## src/rtl/partition_err_monitor.sv

```systemverilog
// partition_err_monitor
// Sweeps every input vector of a NUM_PI-input partition. It compares the exact
// and the approximate NUM_PO-bit responses and accumulates four error metrics:
// error count, Hamming-distance sum, error-distance sum and maximum error
// distance. Responses may arrive LAT cycles after their vector. A valid
// pipeline of the same depth keeps each response aligned with its vector.
module partition_err_monitor #(
  parameter int NUM_PI = 7,
  parameter int NUM_PO = 4,
  parameter int LAT    = 0
) (
  input  logic                                clk,
  input  logic                                rst,
  input  logic                                start,
  output logic [NUM_PI-1:0]                   pi,
  output logic                                pi_valid,
  input  logic [NUM_PO-1:0]                   po_exact,
  input  logic [NUM_PO-1:0]                   po_approx,
  output logic                                busy,
  output logic                                done,
  output logic [NUM_PI:0]                     err_count,
  output logic [NUM_PI+$clog2(NUM_PO+1)-1:0]  hd_sum,
  output logic [NUM_PI+NUM_PO-1:0]            ed_sum,
  output logic [NUM_PO-1:0]                   max_ed
);

  localparam int EC_W = NUM_PI + 1;
  localparam int PC_W = $clog2(NUM_PO + 1);
  localparam int HD_W = NUM_PI + PC_W;
  localparam int ED_W = NUM_PI + NUM_PO;
  localparam int D_W  = NUM_PO + 1;

  localparam logic [NUM_PI-1:0] LAST_VEC = '1;
  localparam logic [3:0]        LAT_M1   = (LAT > 0) ? 4'(LAT - 1) : 4'd0;

  typedef enum logic [1:0] {
    S_IDLE,
    S_RUN,
    S_DRAIN,
    S_DONE
  } state_t;

  state_t              state_q, state_d;
  logic [NUM_PI-1:0]   cnt_q, cnt_d;
  logic [3:0]          drain_q, drain_d;
  logic                clear;
  logic                smp_vld;

  logic [EC_W-1:0]     err_q, err_d;
  logic [HD_W-1:0]     hd_q, hd_d;
  logic [ED_W-1:0]     ed_q, ed_d;
  logic [NUM_PO-1:0]   max_q, max_d;

  logic [D_W-1:0]      d_w;
  logic [PC_W-1:0]     pc_w;

  // Absolute difference, computed one bit wider so the subtraction cannot wrap.
  function automatic logic [D_W-1:0] abs_diff(input logic [NUM_PO-1:0] a,
                                               input logic [NUM_PO-1:0] b);
    logic [D_W-1:0] ea;
    logic [D_W-1:0] eb;
    ea = {1'b0, a};
    eb = {1'b0, b};
    return (ea >= eb) ? (ea - eb) : (eb - ea);
  endfunction

  // Number of set bits in v.
  function automatic logic [PC_W-1:0] popcount(input logic [NUM_PO-1:0] v);
    logic [PC_W-1:0] c;
    c = '0;
    for (int i = 0; i < NUM_PO; i++) begin
      c = c + PC_W'(v[i]);
    end
    return c;
  endfunction

  // Control state: FSM, vector counter and drain counter.
  always_ff @(posedge clk) begin
    if (rst) begin
      state_q <= S_IDLE;
      cnt_q   <= '0;
      drain_q <= '0;
    end else begin
      state_q <= state_d;
      cnt_q   <= cnt_d;
      drain_q <= drain_d;
    end
  end

  // Next state. clear marks an accepted start.
  always_comb begin
    state_d = state_q;
    cnt_d   = cnt_q;
    drain_d = drain_q;
    clear   = 1'b0;
    case (state_q)
      S_IDLE, S_DONE: begin
        if (start) begin
          state_d = S_RUN;
          cnt_d   = '0;
          clear   = 1'b1;
        end
      end
      S_RUN: begin
        cnt_d = cnt_q + 1'b1;
        if (cnt_q == LAST_VEC) begin
          drain_d = '0;
          if (LAT > 0) state_d = S_DRAIN;
          else         state_d = S_DONE;
        end
      end
      S_DRAIN: begin
        if (drain_q == LAT_M1) state_d = S_DONE;
        else                   drain_d = drain_q + 1'b1;
      end
      default: state_d = S_IDLE;
    endcase
  end

  // Stimulus and status outputs, decoded from the registered state.
  always_comb begin
    pi_valid = (state_q == S_RUN);
    pi       = pi_valid ? cnt_q : '0;
    busy     = (state_q == S_RUN) || (state_q == S_DRAIN);
    done     = (state_q == S_DONE);
  end

  // Delay pi_valid by LAT cycles so it lines up with the matching response.
  generate
    if (LAT == 0) begin : g_nolat
      assign smp_vld = pi_valid;
    end else begin : g_lat
      logic [LAT-1:0] vld_q;
      // Valid shift register. Reset flushes any response still in flight.
      always_ff @(posedge clk) begin
        if (rst) begin
          vld_q <= '0;
        end else begin
          vld_q[0] <= pi_valid;
          for (int i = 1; i < LAT; i++) begin
            vld_q[i] <= vld_q[i-1];
          end
        end
      end
      assign smp_vld = vld_q[LAT-1];
    end
  endgenerate

  // Per-sample metrics. They are only consumed when smp_vld is high.
  always_comb begin
    d_w  = abs_diff(po_exact, po_approx);
    pc_w = popcount(po_exact ^ po_approx);
  end

  // Accumulator next values: cleared on an accepted start, updated on a valid sample.
  always_comb begin
    err_d = err_q;
    hd_d  = hd_q;
    ed_d  = ed_q;
    max_d = max_q;
    if (clear) begin
      err_d = '0;
      hd_d  = '0;
      ed_d  = '0;
      max_d = '0;
    end else if (smp_vld) begin
      err_d = err_q + EC_W'(d_w != '0);
      hd_d  = hd_q + HD_W'(pc_w);
      ed_d  = ed_q + ED_W'(d_w);
      if (d_w > {1'b0, max_q}) max_d = d_w[NUM_PO-1:0];
    end
  end

  // Accumulator registers.
  always_ff @(posedge clk) begin
    if (rst) begin
      err_q <= '0;
      hd_q  <= '0;
      ed_q  <= '0;
      max_q <= '0;
    end else begin
      err_q <= err_d;
      hd_q  <= hd_d;
      ed_q  <= ed_d;
      max_q <= max_d;
    end
  end

  assign err_count = err_q;
  assign hd_sum    = hd_q;
  assign ed_sum    = ed_q;
  assign max_ed    = max_q;

endmodule
```

## config.mk

```make
export PLATFORM = sky130hd
export DESIGN_NAME = partition_err_monitor
export DESIGN_NICKNAME = d
export VERILOG_FILES = /design/src/rtl/partition_err_monitor.sv
export SDC_FILE = /design/constraint.sdc
export NUM_CORES = 1
export LEC_CHECK = 0
export ABC_CLOCK_PERIOD_IN_PS = 4000
export CAP_MARGIN = 20
export CORE_MARGIN = 1.5
export CORE_UTILIZATION = 40
export DETAILED_ROUTE_END_ITERATION = 6
export SETUP_SLACK_MARGIN = 0.02
export SYNTH_ARGS = -nofsm -noshare
export SYNTH_HDL_FRONTEND = slang
export SYNTH_SLANG_ARGS = --single-unit
```

## constraint.sdc

```tcl
create_clock -name clk -period 4 [get_ports clk]
set_input_delay 0.6 -clock clk [delete_from_list [all_inputs] [get_ports clk]]
set_output_delay 0.6 -clock clk [all_outputs]
set_load 0.005 [all_outputs]
```

==> flow_metrics.py, run 1 <==
metrics = {
    "status": {
        "status": "completed",
    },
    "clock_tree": {
        "cts_setup_buffers": 0,
        "clk_latency_ns": 0.30,
        "hold_buffers": 0,
        "clkSinkCount": 46,
        "cts_buffer_depth": 2,
        "cts_max_level": 2,
        "numCtsBuffers": 5,
        "cts_tree": "built",
        "path_clk_slew_ns": 0.10,
        "cts-root-buf": "clkbuf_8",
        "cts_resized": 0,
    },
    "global_routing": {
        "grt_pass1_vias": 2260,
        "grtUsageTotal_pct": 16.03,
        "grt_remaining_overflow": 0,
        "grt_pass1_wl_microns": 9735,
        "grt_antenna_before_repair": 0,
        "grt_max_degree": 23,
    },
    "synthesis": {
        "yosysSeqAreaShare_pct": 32.49,
        "synth_top_area_cell": "dfxtp_1",
        "synth_edf_count": 0,
        "synth_top_area_share_pct": 32.49,
        "yosysMostFrequentCell": "nor2_1",
        "synth_commonest_cells": "51 x nor2_1, 46 x dfxtp_1, 29 x inv_1, 28 x ha_1, 20 x nand2_1",
        "syn_area_per_cell_sq_um": 8.562,
        "synth_nets": 376,
        "syn_area_sq_um": 2834,
        "ys_warn_count": 0,
        "ys_ff_latch": 46,
        "synth.area.top_cells": "dfxtp_1 32%, ha_1 12%, nor2_1 6.8%",
        "synth_cell_types": 52,
        "synthFlopType": "dfxtp_1",
        "async_flop_share_pct": 0,
        "syn_inst": 331,
    },
    "sta": {
        "max_freq_mhz": 281.0,
        "fin_worst_skew_ns": 0.01210,
        "slew_violations": 0,
        "setup_ws_ns": 0.4415,
        "fin_crit_sh_pct": 88.96,
        "finalSetupTns_ns": 0,
        "rsz0062_at_grt": "no",
        "slew_headroom_pct": 50.93,
        "setup_violations": 0,
        "worstMarginPinSlew_ns": 0.7360,
        "fin_crit_ns": 3.559,
        "hold_violations": 0,
    },
    "drt": {
        "via_per_inst": 4.848,
        "first_pass_iters": 4,
        "ant_nets": 0,
        "drt_iter0_drc": 56,
        "totalWireLength_microns": 5751,
        "vias": 2361,
        "drc": 0,
        "wl_per_cell_microns": 11.81,
    },
    "hold_path": {
        "min_delay_path_depth": 2,
        "min-delay-start": "err_count[7]$_SDFFE_PP0P_",
        "hold_class": "reg2reg",
        "hold_end": "err_count[7]$_SDFFE_PP0P_",
    },
    "power_and_ir_drop": {
        "power_mw": 1.458,
        "leakagePower_nw": 1.466,
        "ir_worst_vdd_mv": 0.1998,
        "power_density_nw_per_um2": 403.4,
    },
    "floorplan": {
        "core_sq_um": 6832,
        "io_pins": 54,
        "fp.dieH_microns": 87.17,
        "die_w_microns": 87.17,
        "row_count": 30,
        "start_util_pct": 41.48,
        "dieArea_sq_um": 7599,
    },
    "cells_and_area": {
        "drive_gt1_share_pct": 6.394,
        "instances_no_fill": 487,
        "n_antenna_cell": 0,
        "areaGrowthSynthToFinish_pct": 27.51,
        "final_nets": 435,
    },
    "critical_path": {
        "crit_fanout": 6,
        "crit_chain": "clkdlybuf4s50_1 > inv_1 > ha_1 > and2b_1 > o21a_1 > o22ai_1 > or3b_1 > ha_1 > o21ai_1 > a21oi_1 > o21a_1 > o31ai_4 > nor2_1 > a211oi_1",
        "end_kind": "flip-flop",
        "crit_path_start_kind": "input port",
        "cp_slowest_cell": "clkdlybuf4s50_1",
        "worstPathRequired_ns": 4.21,
        "worstReg2RegEnd": "cnt_q[5]$_SDFFE_PP0P_",
        "critPathArrivalTime_ns": 3.76,
        "r2r_slack_ns": 1.68,
        "worst_r2r_path_depth": 7,
        "r2r-start": "state_q[0]$_SDFFE_PP0P_",
        "slowest_delay_ns": 0.48,
        "critPathKind": "in2reg",
    },
    "place": {
        "place_hpwl_microns": 4442,
        "pre_cts_ws_ns": 0.1187,
        "placedCellCount": 479,
        "io_buffers": 53,
        "globalplace.congestion": 0.8012,
    },
    "run": {
        "maxCapViolCount": 0,
    },
}
## placed cells by master, fill, tap and decap left out, drive strengths merged, types with 3 or more instances in the layout
master          n
nand4           5
dfxtp          46
inv            31
nand3          10
o31ai           4
nor2b           3
clkbuf          5
nor3            3
a21oi          14
and2            8
fa              6
ha             28
nor2           52
and3            6
mux2i          11
o211ai          3
o21a            4
clkdlybuf4s50  53
o21ai          12
a21boi          3
xnor2           4
xor2           19
a211oi          4
nand2          20
nand2b          5
buf             8
## state kept, by name, summed over array words and instances (netlist names)
name	cells
cnt_q	7
drain_q	4
ed_sum	11
err_count	8
hd_sum	10
max_ed	4
state_q	2
## routing by layer
metal | vias up | global-route usage [%] | wire, microns
met5 | - | 0 | 0
met4 | 0 | 3.463 | 51
met3 | 4 | 3.981 | 257
met2 | 45 | 28.54 | 2720
met1 | 1081 | 19.52 | 2722
li1 | 1231 | - | -
## cell type report
type | instances | area [sq um]
multi-input cells | 245 | 1750
clock buffers | 5 | 68.82
fillers | 689 | 3218
well taps | 96 | 120.1
clock inverters | 3 | 43.79
flip-flops and latches | 46 | 920.9
inverters | 31 | 118.9
repair buffers | 61 | 590.6
## critical path, delay by kind of cell
family / cells / cell delay (ns)
buffers and inverters: 2 / 0.53
adders and majority gates: 2 / 0.64
AOI/OAI and AO/OA: 7 / 1.25
and+or+nand+nor: 3 / 0.75
## through the flow
step	hold WS [ns]	util, %	area [sq um]
after CTS	0.4976	52.89	3613
after global placement	0.4698	51.25	3501
final	0.4921	52.89	3613
after detailed placement	0.4827	51.25	3501
after global routing	0.5147	52.89	3613
after floorplan	0.4647	-	2834
## worst max path at each step
stage,startpoint,to,depth (start not counted)
3_3_place_gp,po_exact[0],max_ed[0]$_SDFFE_PP0P_,14
4_1_cts,po_exact[0],max_ed[1]$_SDFFE_PP0P_,14
5_1_grt,po_exact[0],max_ed[2]$_SDFFE_PP0P_,14
2_1_floorplan,po_exact[2],max_ed[0]$_SDFFE_PP0P_,14
3_5_place_dp,po_exact[0],max_ed[2]$_SDFFE_PP0P_,14
6_report,po_exact[0],max_ed[1]$_SDFFE_PP0P_,14
## power breakdown
group | leakage (nW) | total, mW | internal [mW] | switching, mW
Clock | 0.0585 | 0.354 | 0.188 | 0.166
Combinational | 1.04 | 0.568 | 0.266 | 0.303
Sequential | 0.372 | 0.535 | 0.498 | 0.0376
Total | 1.47 | 1.46 | 0.951 | 0.507
## cell families (layout without fill, tap and decap cells)
group,after synthesis,after routing,share of synthesized area (%)
AOI/OAI and AO/OA,52,52,12.58
xor gates and xnor gates,23,23,7.108
adders and majority gates,34,34,16.60
buffers and inverters,40,100,5.739
DFF,46,46,32.49
muxes,13,13,4.812
and+or+nand+nor,123,123,20.66
No activity file was read; power rests on OpenSTA's default activity.
==> run 2, diff against run 1 <==
--- a/config.mk
+++ b/config.mk
@@ -6,10 +6,11 @@
 export NUM_CORES = 1
 export LEC_CHECK = 0
 export ABC_CLOCK_PERIOD_IN_PS = 4000
-export CAP_MARGIN = 20
+export CAP_MARGIN = 40
 export CORE_MARGIN = 1.5
 export CORE_UTILIZATION = 40
 export DETAILED_ROUTE_END_ITERATION = 6
+export REMOVE_ABC_BUFFERS = 1
 export SETUP_SLACK_MARGIN = 0.02
 export SYNTH_ARGS = -nofsm -noshare
 export SYNTH_HDL_FRONTEND = slang
==> flow_metrics.py, run 2 (synthesis gave the netlist of run 1 again) <==
metrics = {
    "floorplan": {
        "start_util_pct": 41.48,
        "fp.dieH_microns": 87.17,
        "core_sq_um": 6832,
        "row_count": 30,
        "io_pins": 54,
        "die_w_microns": 87.17,
        "dieArea_sq_um": 7599,
    },
    "drt": {
        "ant_nets": 0,
        "first_pass_iters": 4,
        "drt_iter0_drc": 82,
        "drc": 0,
        "totalWireLength_microns": 5735,
        "vias": 2351,
        "wl_per_cell_microns": 11.82,
        "via_per_inst": 4.847,
    },
    "sta": {
        "max_freq_mhz": 278.4,
        "slew_headroom_pct": 57.76,
        "slew_violations": 0,
        "finalSetupTns_ns": 0,
        "fin_crit_ns": 3.592,
        "setup_ws_ns": 0.4077,
        "setup_violations": 0,
        "fin_crit_sh_pct": 89.81,
        "hold_violations": 0,
        "fin_worst_skew_ns": 0.003994,
        "rsz0062_at_grt": "no",
        "worstMarginPinSlew_ns": 0.6321,
    },
    "clock_tree": {
        "path_clk_slew_ns": 0.09,
        "cts-root-buf": "clkbuf_8",
        "clk_latency_ns": 0.30,
        "cts_setup_buffers": 0,
        "cts_tree": "built",
        "numCtsBuffers": 5,
        "cts_max_level": 2,
        "clkSinkCount": 46,
        "hold_buffers": 0,
        "cts_resized": 0,
        "cts_buffer_depth": 2,
    },
    "cells_and_area": {
        "regArea_sq_um": 920.9,
        "n_antenna_cell": 0,
        "multi_input_area_sq_um": 1750,
        "fill_cells": 660,
        "drive_gt1_share_pct": 5.913,
        "most-common-layout-cells": "53 x clkdlybuf4s50_1, 51 x nor2_1, 46 x dfxtp_1, 29 x inv_1, 28 x ha_1",
        "final_common_cell": "clkdlybuf4s50_1",
        "final_util_pct": 53.04,
        "areaGrowthSynthToFinish_pct": 27.86,
        "final_nets": 433,
        "largest_reg_flops": 11,
    },
    "place": {
        "globalplace.congestion": 0.8499,
        "pre_cts_ws_ns": 0.1155,
        "io_buffers": 53,
        "place_hpwl_microns": 4417,
    },
    "global_routing": {
        "grt_max_degree": 26,
        "grt_pass1_wl_microns": 9956,
        "grt_antenna_before_repair": 0,
        "grt_pass1_vias": 2266,
        "grtUsageTotal_pct": 16.22,
        "grt_remaining_overflow": 0,
    },
    "run": {
        "maxCapViolCount": 0,
    },
    "critical_path": {
        "crit_fanout": 6,
        "crit_path_start_kind": "input port",
        "worstPathRequired_ns": 4.17,
        "end_kind": "flip-flop",
        "critPathKind": "in2reg",
        "critPathArrivalTime_ns": 3.76,
    },
    "power_and_ir_drop": {
        "leakagePower_nw": 1.466,
        "power_density_nw_per_um2": 417.4,
        "ir_worst_vdd_mv": 0.1550,
    },
    "status": {
        "status": "completed",
    },
    "hold_path": {
        "hold_class": "reg2reg",
    },
}
[run 2: path summary, 6_finish.rpt]
path,from,end,slack [ns],cells after the start
max reg2reg,hd_sum[0]$_SDFFE_PP0P_,hd_sum[4]$_SDFFE_PP0P_,1.78,8
min reg2reg,err_count[7]$_SDFFE_PP0P_,err_count[7]$_SDFFE_PP0P_,0.50,2
min,err_count[7]$_SDFFE_PP0P_,err_count[7]$_SDFFE_PP0P_,0.50,2
max,po_exact[2],max_ed[2]$_SDFFE_PP0P_,0.41,14
[run 2: stage by stage]
step | total power [mW] | hold WS (ns) | instances | instance area, sq um
finish | 1.512 | 0.4951 | 485 | 3623
global route | 1.631 | 0.5029 | 485 | 3623
CTS | 1.535 | 0.4984 | 485 | 3623
detailed placement | 1.118 | 0.4848 | 477 | 3486
global placement | 1.110 | 0.4702 | 477 | 3486
floorplan | 0.9135 | 0.4587 | 322 | 2790
[run 2: layout make-up]
| class | count | area share [%] |
|---|---|---|
| clock buffer | 5 | 1.899 |
| clock inverter | 3 | 1.899 |
| inverter | 31 | 3.280 |
| multi-input combinational | 245 | 48.31 |
| sequential | 46 | 25.41 |
| tap | 96 | 3.315 |
| timing repair buffer | 59 | 15.88 |
[run 2: where the power goes]
group,switching (mW),internal (mW),total [mW]
Combinational,0.300,0.263,0.563
Sequential,0.0391,0.498,0.537
Clock,0.162,0.250,0.412
[run 2: worst max-delay path, cell delays in order]
cell             delay [ns]
clkdlybuf4s50_1        0.48
inv_1                  0.05
ha_1                   0.40
o21a_1                 0.24
nor2_2                 0.16
nor4_1                 0.07
or3b_1                 0.48
ha_1                   0.33
o21ai_1                0.13
a21oi_1                0.05
o21a_1                 0.19
o31ai_4                0.31
mux2i_1                0.23
nor2_1                 0.05
[run 2: layer usage]
metal / global-route usage, % / up-vias / share of wire (%)
li1: - / 1226 / -
met1: 20.35 / 1073 / 48
met2: 27.77 / 44 / 46
met3: 4.360 / 8 / 4.8
met4: 3.752 / 0 / 0.92
met5: 0 / - / 0
==> run 3, diff against run 2 <==
--- a/config.mk
+++ b/config.mk
@@ -5,6 +5,7 @@
 export SDC_FILE = /design/constraint.sdc
 export NUM_CORES = 1
 export LEC_CHECK = 0
+export ABC_AREA = 1
 export ABC_CLOCK_PERIOD_IN_PS = 4000
 export CAP_MARGIN = 40
 export CORE_MARGIN = 1.5
==> flow_metrics.py, run 3 <==
metrics = {
    "status": {
        "status": "completed",
    },
    "cells_and_area": {
        "regArea_sq_um": 920.9,
        "largest_reg_flops": 11,
        "areaGrowthSynthToFinish_pct": 25.70,
        "final_nets": 510,
        "final_common_cell": "nand2_1",
        "drive_gt1_share_pct": 6.867,
        "n_antenna_cell": 0,
        "multi_input_area_sq_um": 1758,
        "fill_cells": 740,
        "instances_no_fill": 565,
        "final_util_pct": 51.72,
        "most-common-layout-cells": "74 x nand2_1, 62 x inv_1, 53 x clkdlybuf4s50_1, 46 x dfxtp_1, 44 x nor2_1",
    },
    "synthesis": {
        "async_flop_share_pct": 0,
        "syn_area_per_cell_sq_um": 7.225,
        "synth_cell_types": 38,
        "yosysMostFrequentCell": "nand2_1",
        "synth_edf_count": 0,
        "synth_commonest_cells": "74 x nand2_1, 62 x inv_1, 46 x dfxtp_1, 44 x nor2_1, 38 x a21oi_1",
        "synth_top_area_cell": "dfxtp_1",
        "synthFlopType": "dfxtp_1",
        "ys_ff_latch": 46,
        "yosysSeqAreaShare_pct": 30.86,
        "syn_area_sq_um": 2984,
        "syn_inst": 413,
        "synth_top_area_share_pct": 30.86,
        "synth.area.top_cells": "dfxtp_1 31%, ha_1 12%, nand2_1 9.3%",
        "ys_warn_count": 0,
    },
    "floorplan": {
        "io_pins": 54,
        "fp.dieH_microns": 89.37,
        "core_sq_um": 7253,
        "die_w_microns": 89.37,
        "start_util_pct": 41.14,
        "row_count": 31,
        "dieArea_sq_um": 7987,
    },
    "critical_path": {
        "crit_fanout": 4,
        "crit_path_start_kind": "input port",
        "critPathKind": "in2reg",
        "worstPathRequired_ns": 4.20,
        "end_kind": "flip-flop",
        "critPathArrivalTime_ns": 3.54,
    },
    "drt": {
        "vias": 2716,
        "via_per_inst": 4.807,
        "ant_nets": 0,
        "wl_per_cell_microns": 11.35,
        "first_pass_iters": 4,
        "totalWireLength_microns": 6415,
        "drt_iter0_drc": 105,
        "drc": 0,
    },
    "clock_tree": {
        "path_clk_slew_ns": 0.09,
        "cts_max_level": 2,
        "clk_latency_ns": 0.30,
        "numCtsBuffers": 5,
        "cts_setup_buffers": 0,
        "cts_resized": 0,
        "hold_buffers": 0,
        "cts-root-buf": "clkbuf_8",
        "cts_buffer_depth": 2,
        "clkSinkCount": 46,
        "cts_tree": "built",
    },
    "global_routing": {
        "grt_pass1_vias": 2462,
        "grt_pass1_wl_microns": 11070,
        "grt_remaining_overflow": 0,
        "grt_antenna_before_repair": 0,
        "grtUsageTotal_pct": 17.64,
        "grt_max_degree": 41,
    },
    "sta": {
        "whs_ns": 0.4530,
        "slew_violations": 0,
        "fin_crit_sh_pct": 83.44,
        "rsz0062_at_grt": "no",
        "slew_headroom_pct": 55.49,
        "finalSetupTns_ns": 0,
        "max_freq_mhz": 299.6,
        "worstMarginPinSlew_ns": 0.6677,
        "fin_worst_skew_ns": 0.007371,
        "setup_violations": 0,
        "fin_crit_ns": 3.337,
        "hold_violations": 0,
    },
    "place": {
        "placedCellCount": 557,
        "place_hpwl_microns": 4780,
        "globalplace.congestion": 0.8351,
        "io_buffers": 53,
    },
    "run": {
        "maxCapViolCount": 0,
    },
    "power_and_ir_drop": {
        "leakagePower_nw": 1.651,
        "power_mw": 1.812,
        "ir_worst_vdd_mv": 0.2184,
        "power_density_nw_per_um2": 483.0,
    },
    "hold_path": {
        "hold_class": "reg2reg",
    },
}
[run 3: changes by cell type in the layout (fill, tap and decap cells not counted), moves of 11 or more]
cell	previous run	this run
mux2i_1	11	0
inv_1	29	62
nand2_1	20	74
a21oi_1	14	37
xor2_1	19	4
nand3_1	10	32
[run 3: worst max-delay path, stage by stage]
cell             delay (ns)
clkdlybuf4s50_1        0.48
inv_1                  0.05
ha_1                   0.34
inv_1                  0.11
fa_1                   0.55
fa_1                   0.20
inv_1                  0.06
fa_1                   0.37
nor2_2                 0.14
nand3_1                0.13
nor3_2                 0.21
nand3_1                0.12
o21ai_1                0.13
a21oi_1                0.05
[run 3: layout make-up]
cell class	count	share of cell area, %
clock inverter	2	1.601
clock buffer	6	2.201
multi-input combinational	289	46.86
timing repair buffer	56	14.74
tap	99	3.302
sequential	46	24.55
inverter	67	6.738
[run 3: metal layers]
metal  routed length, microns  vias to the layer above  global-route usage, %
met5                        0                        -                      0
met4                       87                        0                  5.035
met2                     2758                       56                  28.09
met1                     3316                     1224                  24.07
met3                      252                        7                  3.786
li1                         -                     1429                      -
[run 3: final timing paths]
path | startpoint | endpoint | slack [ns] | depth (start not counted)
worst min register to register | err_count[7]$_SDFFE_PP0P_ | err_count[7]$_SDFFE_PP0P_ | 0.45 | 1
worst max-delay path | po_exact[0] | hd_sum[8]$_SDFFE_PP0P_ | 0.66 | 14
worst max register to register | hd_sum[0]$_SDFFE_PP0P_ | hd_sum[8]$_SDFFE_PP0P_ | 1.56 | 10
worst min-delay path | err_count[7]$_SDFFE_PP0P_ | err_count[7]$_SDFFE_PP0P_ | 0.45 | 1
[run 3: through the flow]
step           setup WS, ns  instance area (sq um)
6_report             0.6625                   3751
5_1_grt              0.3394                   3751
4_1_cts              0.6483                   3751
3_5_place_dp         0.3133                   3608
3_3_place_gp         0.4352                   3608
2_1_floorplan        0.8992                   2928
[run 3: cells by family after synthesis]
kind of cell,count (synthesis),synth area share (%)
buffers and inverters,78,10.36
AO/OA/AOI/OAI,68,13.38
XOR/XNOR,8,2.348
adder cells (fa/ha/maj),34,15.77
AND/OR/NAND/NOR,179,27.30
flip-flops,46,30.86
[run 3: power breakdown]
part / internal [mW] / switching, mW / total (mW)
registers: 0.519 / 0.0579 / 0.577
logic: 0.331 / 0.473 / 0.805
clock network: 0.267 / 0.164 / 0.431
total: 1.12 / 0.696 / 1.81
